**src/rtl/radix4_butterfly_pipe.sv**
```systemverilog
// ---------------------------------------------------------------------------
// radix4_butterfly_pipe
//
// Purpose:
//   Array of N_POINT/4 independent radix-4 DIF butterflies evaluated on every
//   beat. It supports forward/inverse kernels, a per-beat right shift with
//   round-half-up, and saturation to OUT_WIDTH. The two-stage pipeline uses a
//   valid/ready handshake.
//
// Ports:
//   sys_clk_i   - clock, rising edge
//   rst_n_i     - asynchronous active-low reset
//   valid_i     - input beat valid
//   ready_o     - block can accept a beat (= !valid_o | ready_i)
//   inverse_i   - 1 selects the IFFT kernel (+j rotation), sampled with beat
//   scale_i     - right shift 0..MAX_SCALE (larger values clamp), sampled
//   xn_real_i   - real samples, lane k at [DATA_WIDTH*k +: DATA_WIDTH]
//   xn_imag_i   - imaginary samples, same packing
//   valid_o     - output beat valid
//   ready_i     - downstream accepts
//   xk_real_o   - real results, lane k at [OUT_WIDTH*k +: OUT_WIDTH]
//   xk_imag_o   - imaginary results, same packing
//   ovf_o       - sticky saturation flag (only with R4_BFLY_OVF_FLAG_EN)
//   ovf_clr_i   - clears ovf_o; a simultaneous set wins (only with macro)
//
// Optional feature macro: R4_BFLY_OVF_FLAG_EN
// ---------------------------------------------------------------------------
module radix4_butterfly_pipe #(
  parameter int DATA_WIDTH = 8,
  parameter int N_POINT    = 4,
  parameter int OUT_WIDTH  = DATA_WIDTH + 2,
  parameter int MAX_SCALE  = 2
) (
  input  logic                            sys_clk_i,
  input  logic                            rst_n_i,
  input  logic                            valid_i,
  output logic                            ready_o,
  input  logic                            inverse_i,
  input  logic [1:0]                      scale_i,
  input  logic [DATA_WIDTH*N_POINT-1:0]   xn_real_i,
  input  logic [DATA_WIDTH*N_POINT-1:0]   xn_imag_i,
  output logic                            valid_o,
  input  logic                            ready_i,
  output logic [OUT_WIDTH*N_POINT-1:0]    xk_real_o,
  output logic [OUT_WIDTH*N_POINT-1:0]    xk_imag_o
`ifdef R4_BFLY_OVF_FLAG_EN
  ,
  output logic                            ovf_o,
  input  logic                            ovf_clr_i
`endif
);

  localparam int N_DIV  = N_POINT / 4;
  localparam int S1_W   = DATA_WIDTH + 1;
  localparam int FULL_W = DATA_WIDTH + 2;
  // One guard bit above full width so the rounding bias cannot wrap.
  localparam int RND_W  = DATA_WIDTH + 3;
  localparam logic signed [RND_W-1:0] OUT_MAX = RND_W'((2 ** (OUT_WIDTH - 1)) - 1);
  localparam logic signed [RND_W-1:0] OUT_MIN = RND_W'(-(2 ** (OUT_WIDTH - 1)));

  logic       advance;
  logic [1:0] scale_clamped;

  logic                    s1_valid;
  logic                    s1_inverse;
  logic [1:0]              s1_scale;
  logic signed [S1_W-1:0]  a_re [N_DIV];
  logic signed [S1_W-1:0]  a_im [N_DIV];
  logic signed [S1_W-1:0]  b_re [N_DIV];
  logic signed [S1_W-1:0]  b_im [N_DIV];
  logic signed [S1_W-1:0]  c_re [N_DIV];
  logic signed [S1_W-1:0]  c_im [N_DIV];
  logic signed [S1_W-1:0]  d_re [N_DIV];
  logic signed [S1_W-1:0]  d_im [N_DIV];

  logic signed [FULL_W-1:0]          full_re [4];
  logic signed [FULL_W-1:0]          full_im [4];
  logic signed [RND_W-1:0]           sc_re;
  logic signed [RND_W-1:0]           sc_im;
  logic [OUT_WIDTH*N_POINT-1:0]      nxt_re;
  logic [OUT_WIDTH*N_POINT-1:0]      nxt_im;
`ifdef R4_BFLY_OVF_FLAG_EN
  logic                              nxt_sat;
`endif

  // Both stages move together; the pipe only stalls when a result is held.
  assign advance = !valid_o || ready_i;
  assign ready_o = advance;

  assign scale_clamped = (int'(scale_i) > MAX_SCALE) ? 2'(MAX_SCALE) : scale_i;

  function automatic logic signed [S1_W-1:0] lane_in(
    input logic [DATA_WIDTH*N_POINT-1:0] bus, input int k);
    logic signed [DATA_WIDTH-1:0] raw;
    raw     = bus[DATA_WIDTH*k +: DATA_WIDTH];
    lane_in = raw;
  endfunction

  function automatic logic signed [FULL_W-1:0] widen(input logic signed [S1_W-1:0] v);
    widen = v;
  endfunction

  function automatic logic signed [RND_W-1:0] scale_round(
    input logic signed [FULL_W-1:0] v, input logic [1:0] s);
    logic signed [RND_W-1:0] ext;
    logic signed [RND_W-1:0] bias;
    ext = v;
    case (s)
      2'd0:    bias = '0;
      2'd1:    bias = RND_W'(1);
      default: bias = RND_W'(2);
    endcase
    scale_round = (ext + bias) >>> s;
  endfunction

  function automatic logic [OUT_WIDTH-1:0] clamp_out(input logic signed [RND_W-1:0] v);
    if (v > OUT_MAX)      clamp_out = OUT_MAX[OUT_WIDTH-1:0];
    else if (v < OUT_MIN) clamp_out = OUT_MIN[OUT_WIDTH-1:0];
    else                  clamp_out = v[OUT_WIDTH-1:0];
  endfunction

  // Stage 1: first radix-2 layer (sums/differences of lanes N_DIV*2 apart).
  always_ff @(posedge sys_clk_i or negedge rst_n_i) begin
    if (!rst_n_i) begin
      s1_valid   <= 1'b0;
      s1_inverse <= 1'b0;
      s1_scale   <= '0;
      for (int i = 0; i < N_DIV; i++) begin
        a_re[i] <= '0; a_im[i] <= '0; b_re[i] <= '0; b_im[i] <= '0;
        c_re[i] <= '0; c_im[i] <= '0; d_re[i] <= '0; d_im[i] <= '0;
      end
    end else if (advance) begin
      s1_valid   <= valid_i;
      s1_inverse <= inverse_i;
      s1_scale   <= scale_clamped;
      for (int i = 0; i < N_DIV; i++) begin
        a_re[i] <= lane_in(xn_real_i, i) + lane_in(xn_real_i, i + 2*N_DIV);
        a_im[i] <= lane_in(xn_imag_i, i) + lane_in(xn_imag_i, i + 2*N_DIV);
        b_re[i] <= lane_in(xn_real_i, i + N_DIV) + lane_in(xn_real_i, i + 3*N_DIV);
        b_im[i] <= lane_in(xn_imag_i, i + N_DIV) + lane_in(xn_imag_i, i + 3*N_DIV);
        c_re[i] <= lane_in(xn_real_i, i) - lane_in(xn_real_i, i + 2*N_DIV);
        c_im[i] <= lane_in(xn_imag_i, i) - lane_in(xn_imag_i, i + 2*N_DIV);
        d_re[i] <= lane_in(xn_real_i, i + N_DIV) - lane_in(xn_real_i, i + 3*N_DIV);
        d_im[i] <= lane_in(xn_imag_i, i + N_DIV) - lane_in(xn_imag_i, i + 3*N_DIV);
      end
    end
  end

  // Stage 2 datapath: second layer, then shift/round and saturate per lane.
  // full_* slot q lands on output lane i + q*N_DIV, i.e. slots hold
  // X0, X2, X1, X3 in that order (bit-reversed DIF output ordering).
  always_comb begin
    nxt_re = '0;
    nxt_im = '0;
    sc_re  = '0;
    sc_im  = '0;
`ifdef R4_BFLY_OVF_FLAG_EN
    nxt_sat = 1'b0;
`endif
    for (int q = 0; q < 4; q++) begin
      full_re[q] = '0;
      full_im[q] = '0;
    end
    for (int i = 0; i < N_DIV; i++) begin
      full_re[0] = widen(a_re[i]) + widen(b_re[i]);
      full_im[0] = widen(a_im[i]) + widen(b_im[i]);
      full_re[1] = widen(a_re[i]) - widen(b_re[i]);
      full_im[1] = widen(a_im[i]) - widen(b_im[i]);
      // Inverse kernel rotates by +j instead of -j, which swaps X1 and X3.
      if (s1_inverse) begin
        full_re[2] = widen(c_re[i]) - widen(d_im[i]);
        full_im[2] = widen(c_im[i]) + widen(d_re[i]);
        full_re[3] = widen(c_re[i]) + widen(d_im[i]);
        full_im[3] = widen(c_im[i]) - widen(d_re[i]);
      end else begin
        full_re[2] = widen(c_re[i]) + widen(d_im[i]);
        full_im[2] = widen(c_im[i]) - widen(d_re[i]);
        full_re[3] = widen(c_re[i]) - widen(d_im[i]);
        full_im[3] = widen(c_im[i]) + widen(d_re[i]);
      end
      for (int q = 0; q < 4; q++) begin
        sc_re = scale_round(full_re[q], s1_scale);
        sc_im = scale_round(full_im[q], s1_scale);
        nxt_re[OUT_WIDTH*(i + q*N_DIV) +: OUT_WIDTH] = clamp_out(sc_re);
        nxt_im[OUT_WIDTH*(i + q*N_DIV) +: OUT_WIDTH] = clamp_out(sc_im);
`ifdef R4_BFLY_OVF_FLAG_EN
        if (sc_re > OUT_MAX || sc_re < OUT_MIN || sc_im > OUT_MAX || sc_im < OUT_MIN)
          nxt_sat = 1'b1;
`endif
      end
    end
  end

  // Stage 2 registers double as the output registers.
  always_ff @(posedge sys_clk_i or negedge rst_n_i) begin
    if (!rst_n_i) begin
      valid_o   <= 1'b0;
      xk_real_o <= '0;
      xk_imag_o <= '0;
    end else if (advance) begin
      valid_o   <= s1_valid;
      xk_real_o <= nxt_re;
      xk_imag_o <= nxt_im;
    end
  end

`ifdef R4_BFLY_OVF_FLAG_EN
  // Sticky overflow: set by any valid beat that saturated on its way into
  // stage 2; the set branch is checked first so it beats a coincident clear.
  always_ff @(posedge sys_clk_i or negedge rst_n_i) begin
    if (!rst_n_i)                        ovf_o <= 1'b0;
    else if (advance && s1_valid && nxt_sat) ovf_o <= 1'b1;
    else if (ovf_clr_i)                  ovf_o <= 1'b0;
  end
`endif

endmodule

```
**config.mk**
```make
export PLATFORM = sky130hd
export DESIGN_NAME = radix4_butterfly_pipe
export DESIGN_NICKNAME = d
export VERILOG_FILES = /design/src/rtl/radix4_butterfly_pipe.sv
export SDC_FILE = /design/constraint.sdc
export NUM_CORES = 1
export LEC_CHECK = 0
export ABC_AREA = 0
export CAP_MARGIN = 30
export CORE_UTILIZATION = 51
export CTS_CLUSTER_DIAMETER = 50
export CTS_CLUSTER_SIZE = 40
export DETAILED_ROUTE_END_ITERATION = 8
export PLACE_DENSITY = 0.72
export SYNTH_ARGS = -nofsm -noshare
export SYNTH_HDL_FRONTEND = slang
export SYNTH_SLANG_ARGS = --single-unit
```
**constraint.sdc**
```tcl
create_clock -name sys_clk_i -period 9.4 [get_ports sys_clk_i]
set_input_delay 0.94 -clock sys_clk_i [delete_from_list [all_inputs] [get_ports sys_clk_i]]
set_output_delay 0.94 -clock sys_clk_i [all_outputs]
set_load 0.005 [all_outputs]
```
; Word level (Yosys, flattened, before mapping)
; Index checks and enable logic that the tools add are counted.
[word_totals]
regBits = 157
input_bits = 71
out_inout_bits = 82
word_cells = 87
[classes]
n_eq_ne = 1
n_shift = 8
addsub = 24
muxes = 20
order_cmp = 17
reduce_logical = 3
[op_table]
columns = operator, n
row1 = 2-to-1 mux 10 bit, 16
row2 = adder 10 x 3 -> 11 bit, 8
row3 = "greater-than comparator 11 x 10 -> 1 bit, second input constant", 8
row4 = "less-than comparator 11 x 10 -> 1 bit, second input constant", 8
row5 = >>> shifter 11 x 2 -> 11 bit, 8
row6 = adder 9 x 9 -> 10 bit, 4
row7 = 2-to-1 mux 20 bit, 2
row8 = subtractor 9 x 9 -> 10 bit, 4
row9 = adder 8 x 8 -> 9 bit, 4
row10 = subtractor 8 x 8 -> 9 bit, 4
row11 = one-hot mux 2 bit (2 select lines), 1
row12 = "== test 2 x 1 -> 1 bit, second input constant", 1
row13 = "greater-than comparator 2 bit, second input constant", 1
row14 = logical NOT 2 bit, 1
row15 = 2-to-1 mux 2 bit, 1
row16 = logical NOT 1 bit, 1
row17 = logical OR 1 bit, 1

; Depth between registers and ports, before layout
[depth]
ltp_word = 7
depth_mapped = 20

; Least setup slack after synthesis
; Ideal clock, no wire load.
[synth_timing]
path_type = flip-flop to flip-flop
startpoint = register s1_scale[0]
endpoint = register xk_real_o[2]
slack_ns = 4.687
arrival_time_ns = 4.594
n_path_buf = 4
period_less_slack_ns = 4.713
stages_incl_launch_ff = 20
setup_ns = 0.119
path_cell_list = dfrtp_1 clkbuf_1 inv_1 clkbuf_1 clkbuf_1 clkbuf_1 nor2_1 fa_1 ha_1 fa_1 a21o_1 a21oi_1 o21bai_1 a21oi_1 nor2b_1 o21ai_0 mux2_2 nor3_1 o21ai_0 o21a_1
[synth_between]
elab_chain_cells = 7
word_cells_on_any_way = 9
cone_classes = add/sub: 1 / order compare: 2 / eq/ne: 1 / shift: 1 / mux: 3 / reduce/logical: 1
[synth_lines]
columns = item, line
row1 = from (decl), 66  ; logic [1:0] s1_scale;
row2 = from (signal assigned), 135  ; s1_scale <= scale_clamped;
row3 = == test 2 x 1 -> 1 bit / logical NOT 2 bit (equally long branches), 108  ; case (s)
row4 = one-hot mux 2 bit (2 select lines), 108
row5 = adder 10 x 3 -> 11 bit, 113  ; scale_round = (ext + bias) >>> s;
row6 = >>> shifter 11 x 2 -> 11 bit *, 113
row7 = less-than comparator 11 x 10 -> 1 bit, 118  ; else if (v < OUT_MIN) clamp_out = OUT_MIN[OUT_WIDTH-1:0];
row8 = 2-to-1 mux 10 bit, 118
row9 = 2-to-1 mux 10 bit *, 117  ; if (v > OUT_MAX) clamp_out = OUT_MAX[OUT_WIDTH-1:0];
row10 = to (signal assigned), 202  ; xk_real_o <= nxt_re;
row11 = to (decl), 44  ; output logic [OUT_WIDTH*N_POINT-1:0] xk_real_o,
; Every way passes the cells marked *; elsewhere a longest branch is shown, timed or not.
; A chain may end at the register's enable or synchronous reset.

; Worst setup path in the final report
[layout_timing]
startpoint = register s1_scale[1]
endpoint = register xk_real_o[10]
; Same word-level chain as after synthesis.

==> reports/summary.txt <==
Num CTS Buffers - 17
most frequent cells after synthesis - 230 x nor2_1, 196 x a21oi_1, 174 x ha_1
mux cell area share after synthesis - 4.33%
Routed wire per std cell - 18.2 um
clk slew on worst S/H paths - 0.07 ns
peak supply drop - 0.152 mV
final worst path period need - 4.73 ns
CP startpoint - s1_scale[1]$_DFFE_PN0P_
Residual DRC - 0
GPL Wtd Cong - 0.978
Flop pwr share - 19.4%
CTS tree - yes
vias in the first global route - 13000
core region area - 29900 um2
Final Hold Viols - 0
Worst Setup End Kind - register
max_cap viols - 0
global-route wire length before repair - 70600 um
Pint - 3010 uW
Post-Synth XOR/XNOR Area - 6.42%
fin cells - 2403
EDFF count, synth - 0
CP Class - reg2reg
DP Area - 17300 um2
r2r setup slk - 4.67 ns
Avg Inst Size Synth - 8.16 um2
DP HPWL - 33800 um
Hold Buf Count CTS - 0
Worst Slack Setup Final - 4.67 ns
met3 usage - 3.48%
clk_skew - 0.0112 ns
Synth Register Bits - 153
Post-Syn Area - 15600 um2
fill cell total of the finished layout - 2698
Tightest Pin Transition - 0.986 ns
main combinational cell family by area after synthesis - compound AO/OA/AOI/OAI gates
crit start category - register
Seq/Total Area, Yosys - 24.5%
top-count cell post-synth - nor2_1
Area growth, synth to finish - 14.7%
Syn Inst Count - 1917
yosys warns - 0
Inserted Diodes - 0
dpl ws - 4.76 ns
Port Buffers - 152
Resized cells post-CTS - 0
met1 GRT Util - 43.9%
total wire length - 43600 um
Psw - 2710 uW
reg2reg start - s1_scale[1]$_DFFE_PN0P_
share of layout cells above drive strength 1 - 5.56%
Compound-Gate Fraction of Synth Area - 24.9%
total congestion overflow - 0
Site Rows - 63
Worst R2R End - xk_real_o[10]$_DFFE_PN0P_
Adder-Cell Fraction of Synth Area - 17.2%
final setup fails - 0
Worst Setup EP - xk_real_o[10]$_DFFE_PN0P_
clock share of power - 12.4%
largest cells by area after synthesis - dfrtp_1 24%, ha_1 14%, a21oi_1 6.3%
CP most frequent cell - a21oi_1
routed vias/inst - 5.86
reg2reg path depth - 13
hold_sp - s1_valid$_DFFE_PN0P_
cell leakage power - 0.00809 uW
TritonCTS Sinks - 153
design area - 17900 um2
met2 GRT Util - 41.6%
slew margin rel. - 34.2%
Worst EP required - 9.70 ns
Final ANT Viol Nets - 0
Final Max Tran Viols - 0
Yosys cell types - 97
total die area - 31400 um2
initial antenna violation count - 0
largest net degree at the start of global routing - 94
cell taking the most area after synthesis - dfrtp_1
GRT busiest layer - met1
H-tree levels - 4
Final nets - 2271
die width - 177 um
run status - finished, final reports clean
CTS Root Cell - clkbuf_16
Comb power frac - 68.2%
Post-Synth Simple-Gate Area - 15.9%
Stages on worst setup path - 13
IO Count - 153
Most used DFF post-synth - dfrtp_1
Slowest-stage cell, CP - a2111oi_0
Switching Share - 47.4%
total number of vias - 14100
HP Class - reg2reg
crit-path leading delay family - compound AO/OA/AOI/OAI gates
Period Utilization, post-route - 50.3%
die height - 177 um
clk buf depth - 2
PwrDens - 319 nW/um2
placed cells - 2370
Post-CTS Setup Bufs - 0
GRT Total Usage - 28.6%
CP max FO - 40
Total Power - 5730 uW
worst-path cell chain - inv_1, buf_4, fa_1, ha_1, a21o_1, a21oi_1, o21bai_1, a2111oi_0, o31ai_1, xor2_1, nor2b_1, a21oi_1, a21oi_1
Pre-antenna DRT Iters - 5
Setup TNS - 0 ns
RSZ-0062 raised after global routing - no
CP max stage delay - 0.64 ns
share of Yosys cell area claimed by the top area cell type - 24.5%
CP arrival - 5.03 ns
asr flop ratio synth - 100%
Worst-Skew Late Latency - 0.45 ns
initial core utilization - 52.4%
CP bufs+invs - 2
Peak Freq - 0.211 GHz
1st-iter DRT viols - 1109
Synth Net Count - 2188
==> cell usage in the layout (no fill, tap or decap), drive strengths merged, types with 11 or more instances in the layout <==
cell type | Yosys | routed
mux2 | 18 | 18
nand3 | 19 | 19
nor3 | 22 | 22
ha | 174 | 174
inv | 170 | 174
a31oi | 31 | 31
nor2b | 21 | 21
o31ai | 20 | 20
o21bai | 31 | 31
or3 | 15 | 15
nand2 | 122 | 122
mux2i | 38 | 38
nor4 | 12 | 12
o211ai | 12 | 12
a211oi | 34 | 34
xnor2 | 91 | 91
buf | 28 | 14
a21oi | 196 | 196
nor2 | 231 | 231
o21a | 20 | 20
clkdlybuf4s50 | 0 | 151
nand4 | 11 | 11
xor2 | 22 | 22
fa | 26 | 26
dfrtp | 153 | 153
clkbuf | 73 | 20
a21o | 33 | 33
o21ai | 98 | 98
a211o | 17 | 17
and2 | 12 | 12
nand2b | 21 | 21
==> registers in the layout (all words and copies together) (netlist names), 9 cells and up <==
name,flops
a_im,9
xk_imag_o,40
b_re,9
b_im,9
xk_real_o,40
a_re,9
==> through the flow <==
step / util, % / hold slack, ns
floorplan: - / 0.430
global placement: 58.1 / 0.444
detailed placement: 58.1 / 0.451
CTS: 60.0 / 0.467
global route: 60.1 / 0.503
finish: 60.1 / 0.465
==> how the worst min path moves through the flow <==
stage / to / slack (ns) / cells past startpoint
global route: valid_o$_DFFE_PN0P_ / 0.50 / 1
CTS: s1_valid$_DFFE_PN0P_ / 0.47 / 2
floorplan: s1_valid$_DFFE_PN0P_ / 0.43 / 2
finish: s1_valid$_DFFE_PN0P_ / 0.47 / 2
global placement: s1_valid$_DFFE_PN0P_ / 0.44 / 2
detailed placement: s1_valid$_DFFE_PN0P_ / 0.45 / 2
==> worst reg2reg max path: cells and delay by family (launching register included) <==
family / cells / cell delay [ns]
simple gates: 1 / 0.17
flops: 1 / 0.56
fa+ha+maj: 2 / 0.90
compound gates: 7 / 1.91
xor+xnor: 1 / 0.51
buf+inv: 2 / 0.55
==> layer usage <==
metal  wire [um]  up-vias  part of all wire [%]
met2       18400      429                    42
met4         850        0                   1.9
met1       21800     6693                    50
met3        2560       42                   5.9
met5           0        -                     0
li1            -     6922                     -
==> power groups by stage <==
stage	clock network [uW]	logic [uW]	registers [uW]
after floorplan	0	2690	1070
after global placement	0	3770	1110
after detailed placement	0	3820	1120
after CTS	719	3850	1110
after global routing	745	4310	1140
final	711	3910	1110
==> final cells by class <==
class,instances,area [um2],share of cell area [%]
tap,390,488,2.72
multi-input combinational,1493,10800,60.0
clock buffer,20,447,2.49
inverter,170,641,3.57
sequential,153,3840,21.4
timing repair buffer,165,1620,9.03
clock inverter,12,140,0.781
==> cells by family (layout without fill, tap and decap cells) <==
kind of cell             count (synthesis)  in the layout
buffers and inverters                  271            367
multiplexers                            60             60
adder cells (fa/ha/maj)                200            200
AO/OA/AOI/OAI                          591            591
XOR/XNOR                               113            113
AND/OR/NAND/NOR                        529            529
flip-flops                             153            153
(Power assumes the default switching activity.)
